==> src/rtl/serial_subtractor.sv <==
// Bit-serial W-bit subtractor: d = a - b - bin (mod 2^W) with borrow out.
// One full-subtractor cell plus a borrow flop, LSB first, one bit per clock.
// A start/done handshake sequences each operation; one result every W+2 cycles.
module serial_subtractor #(
    parameter int unsigned W = 4
) (
    input  logic         clk,
    input  logic         rst_n,
    input  logic         start,
    input  logic [W-1:0] a,
    input  logic [W-1:0] b,
    input  logic         bin,
    output logic         busy,
    output logic         done,
    output logic [W-1:0] d,
    output logic         bout
);

    // Counter must reach W-1; ceil(log2(W+1)) bits covers W as well.
    localparam int unsigned CW = $clog2(W + 1);

    typedef enum logic [1:0] {
        StIdle,
        StRun,
        StDone
    } state_e;

    state_e          state_q, state_d;
    logic [W-1:0]    a_q, a_d;
    logic [W-1:0]    b_q, b_d;
    logic [W-1:0]    r_q, r_d;      // partial result, fills from the MSB down
    logic [W-1:0]    d_q, d_d;
    logic            br_q, br_d;
    logic            bout_q, bout_d;
    logic [CW-1:0]   cnt_q, cnt_d;

    logic            diff_bit;
    logic            br_next;
    logic            last_bit;

    // Full-subtractor cell on the current LSBs and the running borrow.
    always_comb begin
        diff_bit = a_q[0] ^ b_q[0] ^ br_q;
        br_next  = (~a_q[0] & b_q[0]) | (~a_q[0] & br_q) | (b_q[0] & br_q);
        last_bit = (cnt_q == CW'(W - 1));
    end

    // Next-state and datapath updates; everything holds unless the state says otherwise.
    always_comb begin
        state_d = state_q;
        a_d     = a_q;
        b_d     = b_q;
        r_d     = r_q;
        d_d     = d_q;
        br_d    = br_q;
        bout_d  = bout_q;
        cnt_d   = cnt_q;
        unique case (state_q)
            StIdle: begin
                if (start) begin
                    a_d     = a;
                    b_d     = b;
                    br_d    = bin;
                    cnt_d   = '0;
                    state_d = StRun;
                end
            end
            StRun: begin
                a_d   = a_q >> 1;
                b_d   = b_q >> 1;
                r_d   = {diff_bit, r_q[W-1:1]};
                br_d  = br_next;
                cnt_d = cnt_q + CW'(1);
                // Publish only the complete result so d never shows partial bits.
                if (last_bit) begin
                    d_d     = {diff_bit, r_q[W-1:1]};
                    bout_d  = br_next;
                    state_d = StDone;
                end
            end
            StDone: begin
                state_d = StIdle;
            end
            default: begin
                state_d = StIdle;
            end
        endcase
    end

    // State and datapath registers, cleared by asynchronous reset.
    always_ff @(posedge clk or negedge rst_n) begin
        if (!rst_n) begin
            state_q <= StIdle;
            a_q     <= '0;
            b_q     <= '0;
            r_q     <= '0;
            d_q     <= '0;
            br_q    <= 1'b0;
            bout_q  <= 1'b0;
            cnt_q   <= '0;
        end else begin
            state_q <= state_d;
            a_q     <= a_d;
            b_q     <= b_d;
            r_q     <= r_d;
            d_q     <= d_d;
            br_q    <= br_d;
            bout_q  <= bout_d;
            cnt_q   <= cnt_d;
        end
    end

    // Status outputs decode straight from the state register, so done has no input path.
    always_comb begin
        busy = (state_q == StRun);
        done = (state_q == StDone);
        d    = d_q;
        bout = bout_q;
    end

endmodule

==> config.mk <==
export PLATFORM = sky130hd
export DESIGN_NAME = serial_subtractor
export DESIGN_NICKNAME = d
export VERILOG_FILES = /design/src/rtl/serial_subtractor.sv
export SDC_FILE = /design/constraint.sdc
export NUM_CORES = 1
export LEC_CHECK = 0
export ABC_AREA = 1
export BUFFER_PORTS_ARGS = -buffer_cell sky130_fd_sc_hd__buf_2
export CAP_MARGIN = 20
export CORE_MARGIN = 3
export CORE_UTILIZATION = 45
export CTS_CLUSTER_SIZE = 28
export DETAILED_ROUTE_END_ITERATION = 12
export HOLD_SLACK_MARGIN = 0.03
export PLACE_DENSITY = 0.67
export SLEW_MARGIN = 0
export SYNTH_ARGS = -nofsm -noshare
export SYNTH_HDL_FRONTEND = slang
export SYNTH_SLANG_ARGS = --single-unit
==> constraint.sdc <==
create_clock -name clk -period 1.3 [get_ports clk]
set_input_delay 0.065 -clock clk [delete_from_list [all_inputs] [get_ports clk]]
set_output_delay 0.065 -clock clk [all_outputs]
set_load 0.02 [all_outputs]
# Word level (Yosys, flattened, before mapping)
# Cells that the tools add are included.
# op_classes
addsub	1
n_eq_ne	5
muxes	11
n_bitwise	8
reduce_logical	5
# ops
cell	count
$pmux 4 s2	2
$mux 4	2
$pmux 3 s2	1
$reduce_and 2->1	3
$mux 2	2
$pmux 2 s2	1
$add 3x1->3 const B	1
$and 1x1->1	3
$eq 3x2->1 const B	1
$mux 3	1
$eq 2x1->1 const B	1
$eq 2x2->1 const B	1
$logic_not 2->1	1
$ne 2x1->1 const B	1
$ne 2x2->1 const B	1
$or 1x1->1	2
$pmux 1 s2	1
$reduce_bool 2->1	1
$xor 1x1->1	2
$mux 1	1
$not 1->1	1
# word_totals
ff_bits	23
input_bits	12
output_inout_bits	7
wordCells	38

# Logic depth before layout (Yosys ltp)
# Gate-level depths: netlist of the first run.
# logic_depth
depth_word	5
mapped_depth	6
depth_no_buf	6

# Worst setup path after synthesis of the first run
# OpenSTA, ideal clock, no wires.
# synth_timing
path_type	register to register
startpoint	reg cnt_q[0]
endpoint	reg d_q[0] (netlist: d[0])
setup_ns	0.116
arrival_time_ns	1.047
required_ns	1.184
path_slack_ns	0.137
path_stages_with_launch	7
path_cell_list	dfrtp_1 > ha_1 > ha_1 > nand2_2 > inv_1 > nand2_1 > nand2_1
# synth_via
elab_chain_cells	2
# synth_lines
element	line	rtl
start, declared	35	logic [CW-1:0] cnt_q, cnt_d;
start signal, assigned	109	cnt_q <= cnt_d;
$eq 3x2->1	45	last_bit = (cnt_q == CW'(W - 1));
$reduce_and 2->1 (no source line)	-	
end signal, assigned	97	d_q <= '0;
end signal, assigned	106	d_q <= d_d;
end, declared	32	logic [W-1:0] d_q, d_d;
# No other way between the ends.
# A chain may end at the register's enable or synchronous reset.

# Worst setup path in the final report of the first run
# layout_timing
startpoint	reg state_q[1]
endpoint	out busy
# layout_via
elab_chain_cells	1
# layout_lines
element	line	rtl
start, declared	28	state_e state_q, state_d;
start signal, assigned	93	state_q <= StIdle;
start signal, assigned	102	state_q <= state_d;
$eq 2x1->1	115	busy = (state_q == StRun);
end, declared	13	output logic busy,
# No other way between the ends.

==> metrics, run 1 <==
fin worst setup slack 24.7 ps; clk buf depth 2; reg2reg start cnt_q[0]$_DFFE_PN0P_; drt pass-1 iters 4; crit-path max FO 4; Place WS 34.2 ps; Avg Inst Size Synth about 8.5 µm²; Buf/Inv on CP 2; clock slew at reported path FFs about 120 ps; static leakage roughly 0.73 nW; Final GP Congestion 0.726; max_slew headroom 0.674; crit-path leading delay family flip-flops; DRC 0; Area growth, synth to finish 22.9%; diode count 0; CP max stage delay roughly 430 ps; status finished, final reports clean; CTS buffer count 3; Nets approximately 170; effective utilization at floorplan 0.504; Synth cell types 17; antenna violations before repair 0; first-pass GRT wire length ~3300 µm; vias approximately 830; Max Slew Vio Count 0; drt initial violations 9; worst-case reg-to-reg path depth 6; fin crit period roughly 1300 ps; number of core rows 16; Min-Delay Path Depth 5; fillcell total a little over 200; CP required approximately 1200 ps; dpl cells between 150 and 200; CTS tree yes; vias per cell between 4 and 5; fin cells 180; I/O pin count 19; share of the synthesized area in the top cell type 0.519; post-synthesis sequential area ratio 0.519; Die ar. just under 3000 µm²; vias in the first global route 760; Power Density approximately 2500 nW/µm²; hold_sp b[2]; Synth area leaders dfrtp_1 (52%), nand2_1 (13%), inv_1 (7.8%); cell type with the largest total area after synthesis dfrtp_1; core footprint 2100 µm²; CP Capture Type output pin; CP Class register to output pin; post-route setup TNS 0 ps; Total Wirelength about 1900 µm; ANT nets after route 0; Final Hold Vio Count 0; Post-Syn Nets about 140; slowest stage cell, crit path dfrtp_1; Synth Warn # 0; GRT Overall Usage 0.158; routed len/inst 10.4 µm; CP arrival roughly 1200 ps; Setup crit start kind register; RSZ-0062 raised after global routing yes; Hold Crit Class input pin to register; largest net degree at the start of global routing 23; Hold EP b_q[2]$_DFFE_PN0P_; CTS H-tree depth 1; fmax 0.784 GHz; Setup Skew 1.40 ps; Die Ht ~55 µm; # setup viols final 0; CP cell instances buf_4, nor2_4, buf_2; RR Endpoint d[0]$_DFFE_PN0P_; root buffer cell clkbuf_4; Peak VDD IR ~1.3 mV; Syn Inst Count 124; Detail Placement HPWL around 1400 µm; Die X ~55 µm; Tightest Pin Transition between 400 and 500 ps; IO Port Bufs 18; global route total overflow 0; share of cells above drive strength 1 0.255; R2R setup slack approximately 30 ps; Synth Register Bits 22; post-synthesis cell area 1060 µm²; max cap viols 0; period utilization 0.981; clock sink count 22; Clock Latency Late Sink ~310 ps
==> repair_timing <==
item | CTS | global route
buffers inserted | 2 | 4
endpoints found under the hold margin | 24 | 0
hold buffers | 3 | 0
pin swaps | 1 | 0
setup endpoints to repair | 1 | 17
gates resized for setup | 3 | 1
==> state kept, by name, indices dropped and copies added, names as in the netlist <==
| register | flops |
|---|---|
| a_q | 4 |
| state_q | 2 |
| br_q | 1 |
| bout | 1 |
| b_q | 4 |
| cnt_q | 3 |
| r_q | 3 |
| d | 4 |
==> worst min-delay path: stages <==
cell,delay (ps)
buf_2,70
inv_1,30
nand2_1,50
nand3_1,70
nand2_1,60
==> layout make-up <==
type                            instances  area, µm²  area share
Sequential cell                        22        552       0.424
Timing Repair Buffer                   29        183       0.140
Multi-Input combinational cell         75        393       0.302
Clock buffer                            3       22.5      0.0173
Clock inverter                          1       30.0      0.0231
Inverter                               23       88.8      0.0682
Tap cell                               27       33.8      0.0259
==> cell usage after synthesis, drive strengths merged <==
| library cell | instances |
|---|---|
| nand2 | 41 |
| inv | 23 |
| dfrtp | 22 |
| nand3 | 15 |
| o21ai | 12 |
| buf | 4 |
| nor2 | 3 |
| ha | 2 |
| a21oi | 1 |
| fa | 1 |
==> cell usage in the layout (no fill, tap or decap), types with 3 or more instances in the layout <==
master	count
inv_1	22
buf_4	9
nand3_1	15
nand2_1	37
o21ai_0	6
dlygate4sd3_1	3
clkbuf_4	3
o21ai_1	5
buf_2	17
dfrtp_1	21
==> where the power goes <==
part	total, mW	switching, mW	leakage, nW	internal [mW]
clock	0.519	0.208	0.0279	0.312
combinational	1.50	0.908	0.429	0.597
sequential	1.18	0.177	0.273	1.01
==> routing by layer <==
layer | global-route usage | part of all wire | up-vias
met5 | 0 | 0 | -
met4 | 0.0871 | 0.015 | 0
met3 | 0.0245 | 0.039 | 2
met2 | 0.239 | 0.45 | 16
met1 | 0.216 | 0.49 | 376
li1 | - | - | 437
==> metrics by stage <==
stage                     hold slack (ps)  instance area, µm²   util  power [mW]
after floorplan                      -231                1060      -        2.31
after global placement               57.5                1170  0.556        2.59
after detailed placement             62.7                1170  0.556        2.62
after CTS                            46.4                1260  0.602        3.18
after global routing                 67.2                1300  0.620        3.55
final                                56.0                1300  0.620        3.21
==> how the worst max path moves through the flow <==
stage	to	cells past startpoint	from
CTS	busy	3	state_q[1]$_DFFE_PN0P_
global placement	d[0]$_DFFE_PN0P_	6	cnt_q[0]$_DFFE_PN0P_
floorplan	d[0]$_DFFE_PN0P_	6	cnt_q[0]$_DFFE_PN0P_
global route	d[0]$_DFFE_PN0P_	6	cnt_q[0]$_DFFE_PN0P_
detailed placement	d[0]$_DFFE_PN0P_	6	cnt_q[0]$_DFFE_PN0P_
finish	busy	3	state_q[1]$_DFFE_PN0P_
==> logic make-up (layout without fill, tap and decap cells) <==
family | Yosys count | count (layout) | share of synthesized area
AOI/OAI and AO/OA | 13 | 13 | 0.0685
adders and majority gates | 3 | 3 | 0.0425
buffers and inverters | 27 | 56 | 0.117
DFF | 22 | 22 | 0.519
and+or+nand+nor | 59 | 59 | 0.253
Power figures use the tool's default switching activity.
==> run 2: changes to the inputs <==
CORE_UTILIZATION = 25   (was 45)
PLACE_DENSITY = not set   (was 0.67)
==> run 2 against run 1 <==
  * Power grew 1.3%
  * Die area grew 70%
  * Sequential cell count is the same
  * Worst hold slack is essentially flat
  * Routed wire length grew 9.7%
  * Sequential share of layout area shrank 0.52 points
==> metrics, run 2 (synthesis gave the netlist of run 1 again) <==
status finished, final reports clean; Nets 168 (-0.59%); clk buf depth 2 (unchanged); dpl cells 193 (+15%); Hold Crit Class input pin to register; Area growth, synth to finish 24.4%; core footprint 4060 µm² (+93%); CTS buffer count 3 (unchanged); drt initial violations 13 (+4); max_slew headroom 0.669 (-0.00445); antenna violations before repair 0 (unchanged); Power Density 2460 nW/µm² (about the same); fin crit period 1270 ps (-9.69 ps); first-pass GRT wire length 3770 µm (+14%); CP required 1240 ps (about the same); Detail Placement HPWL 1450 µm (+6.3%); Die Ht 71.1 µm (+30%); post-route cell area 1320 µm² (+1.2%); Die X 71.1 µm (+30%); GRT Overall Usage 0.0953 (-0.0631); fillcell total 440 (+120%); max cap viols 0 (unchanged); Setup crit start kind register; clock slew at reported path FFs 80 ps (-40 ps); share of cells above drive strength 1 0.263 (+0.00826); Setup Skew 5.83 ps (+4.43 ps); Final GP Congestion 0.769 (+6.0%); IO Port Bufs 18 (unchanged); Die ar. 5060 µm² (+70%); commonest non-fill, non-tap cell in the layout nand2_1; Clock Latency Late Sink 260 ps (-50 ps); CP Capture Type output pin; multi-input logic area 390 µm² (-0.64%); post-route setup TNS 0 ps (unchanged); fin cells 202 (+12%); drt pass-1 iters 4 (unchanged); global route total overflow 0 (unchanged); vias in the first global route 861 (+13%); vias 821 (-1.2%); DRC 0 (unchanged); CTS H-tree depth 1 (unchanged); Max Slew Vio Count 0 (unchanged); placed cell areas 1210 µm² (+3.7%); number of core rows 23 (+7); effective utilization at floorplan 0.261 (-0.243); ANT nets after route 0 (unchanged); # setup viols final 0 (unchanged); CP Class register to output pin; static leakage 0.736 nW (+0.87%); crit-path max FO 4 (unchanged); fmax 0.790 GHz (+0.77%); I/O pin count 19 (unchanged); largest net degree at the start of global routing 23 (unchanged); routed len/inst 10.2 µm (-2.3%); clock sink count 22 (unchanged); CTS tree yes; vias per cell 4.06 (-12%); fin worst setup slack 34.3 ps (+9.69 ps); CP arrival 1200 ps (about the same); Total Wirelength 2060 µm (+9.7%); RSZ-0062 raised after global routing yes; diode count 0 (unchanged); Tightest Pin Transition 496 ps (+6.67 ps); Peak VDD IR 0.548 mV (-58%); Place WS 56.3 ps (+22.1 ps); period utilization 0.974 (-0.00745); Final Hold Vio Count 0 (unchanged); storage element area 552 µm² (unchanged); root buffer cell clkbuf_8; most frequent cells in the layout nand2_1 (37), inv_1 (22), dfrtp_1 (21)
[run 2: changes by cell type in the layout (fill, tap and decap cells not counted), sizes merged]
cell | previous run | this run
buf | 26 | 27
bufinv | 1 | 0
clkbuf | 3 | 4
dlygate4sd3 | 3 | 1
[run 2: through the flow]
step | hold slack, ps | util | total power, mW
2_1_floorplan | -231 | - | 2.31
3_3_place_gp | 56.2 | 0.299 | 2.65
3_5_place_dp | 62.4 | 0.299 | 2.67
4_1_cts | 66.2 | 0.317 | 3.20
5_1_grt | 99.7 | 0.325 | 3.61
6_report | 56.2 | 0.325 | 3.25
[run 2: worst max-delay path, cell delays in order, from the launching register on]
cell,delay (ps)
dfrtp_1,420
buf_4,160
nor2_4,170
buf_2,200
[run 2: final cells by class]
type | count | area share
Timing Repair Buffer | 28 | 0.129
Inverter | 23 | 0.0674
Clock buffer | 4 | 0.0417
Tap cell | 50 | 0.0474
Multi-Input combinational cell | 75 | 0.296
Sequential cell | 22 | 0.418
[run 2: power breakdown]
group | internal, mW | leakage, nW | switching (mW)
registers | 1.01 | 0.273 | 0.202
clock network | 0.270 | 0.0288 | 0.227
logic | 0.641 | 0.434 | 0.900
[run 2: worst paths after layout]
kind | startpoint | slack [ps] | cells past startpoint | endpoint
max | state_q[1]$_DFFE_PN0P_ | 30 | 3 | busy
min | a[3] | 60 | 3 | a_q[3]$_DFFE_PN0P_
max reg2reg | cnt_q[0]$_DFFE_PN0P_ | 50 | 6 | d[0]$_DFFE_PN0P_
min reg2reg | cnt_q[1]$_DFFE_PN0P_ | 480 | 2 | cnt_q[1]$_DFFE_PN0P_
max in group asynchronous | rst_n | 640 | 2 | state_q[0]$_DFFE_PN0P_
min in group asynchronous | rst_n | 290 | 2 | br_q$_DFFE_PN0P_
[run 2: repair_timing]
item | in CTS | in global routing
endpoints found under the setup margin | 2 | 4
buffers inserted | 1 | 3
hold endpoints to repair | 22 | 0
hold buffers | 1 | 0
gates resized for setup | 1 | 3
[run 2: routing by layer]
metal / GRT usage / share of wire / up-vias
met3: 0.0227 / 0.045 / 4
met1: 0.123 / 0.49 / 371
met4: 0.0438 / 0.017 / 0
li1: - / - / 430
met2: 0.151 / 0.44 / 16
met5: 0 / 0 / -
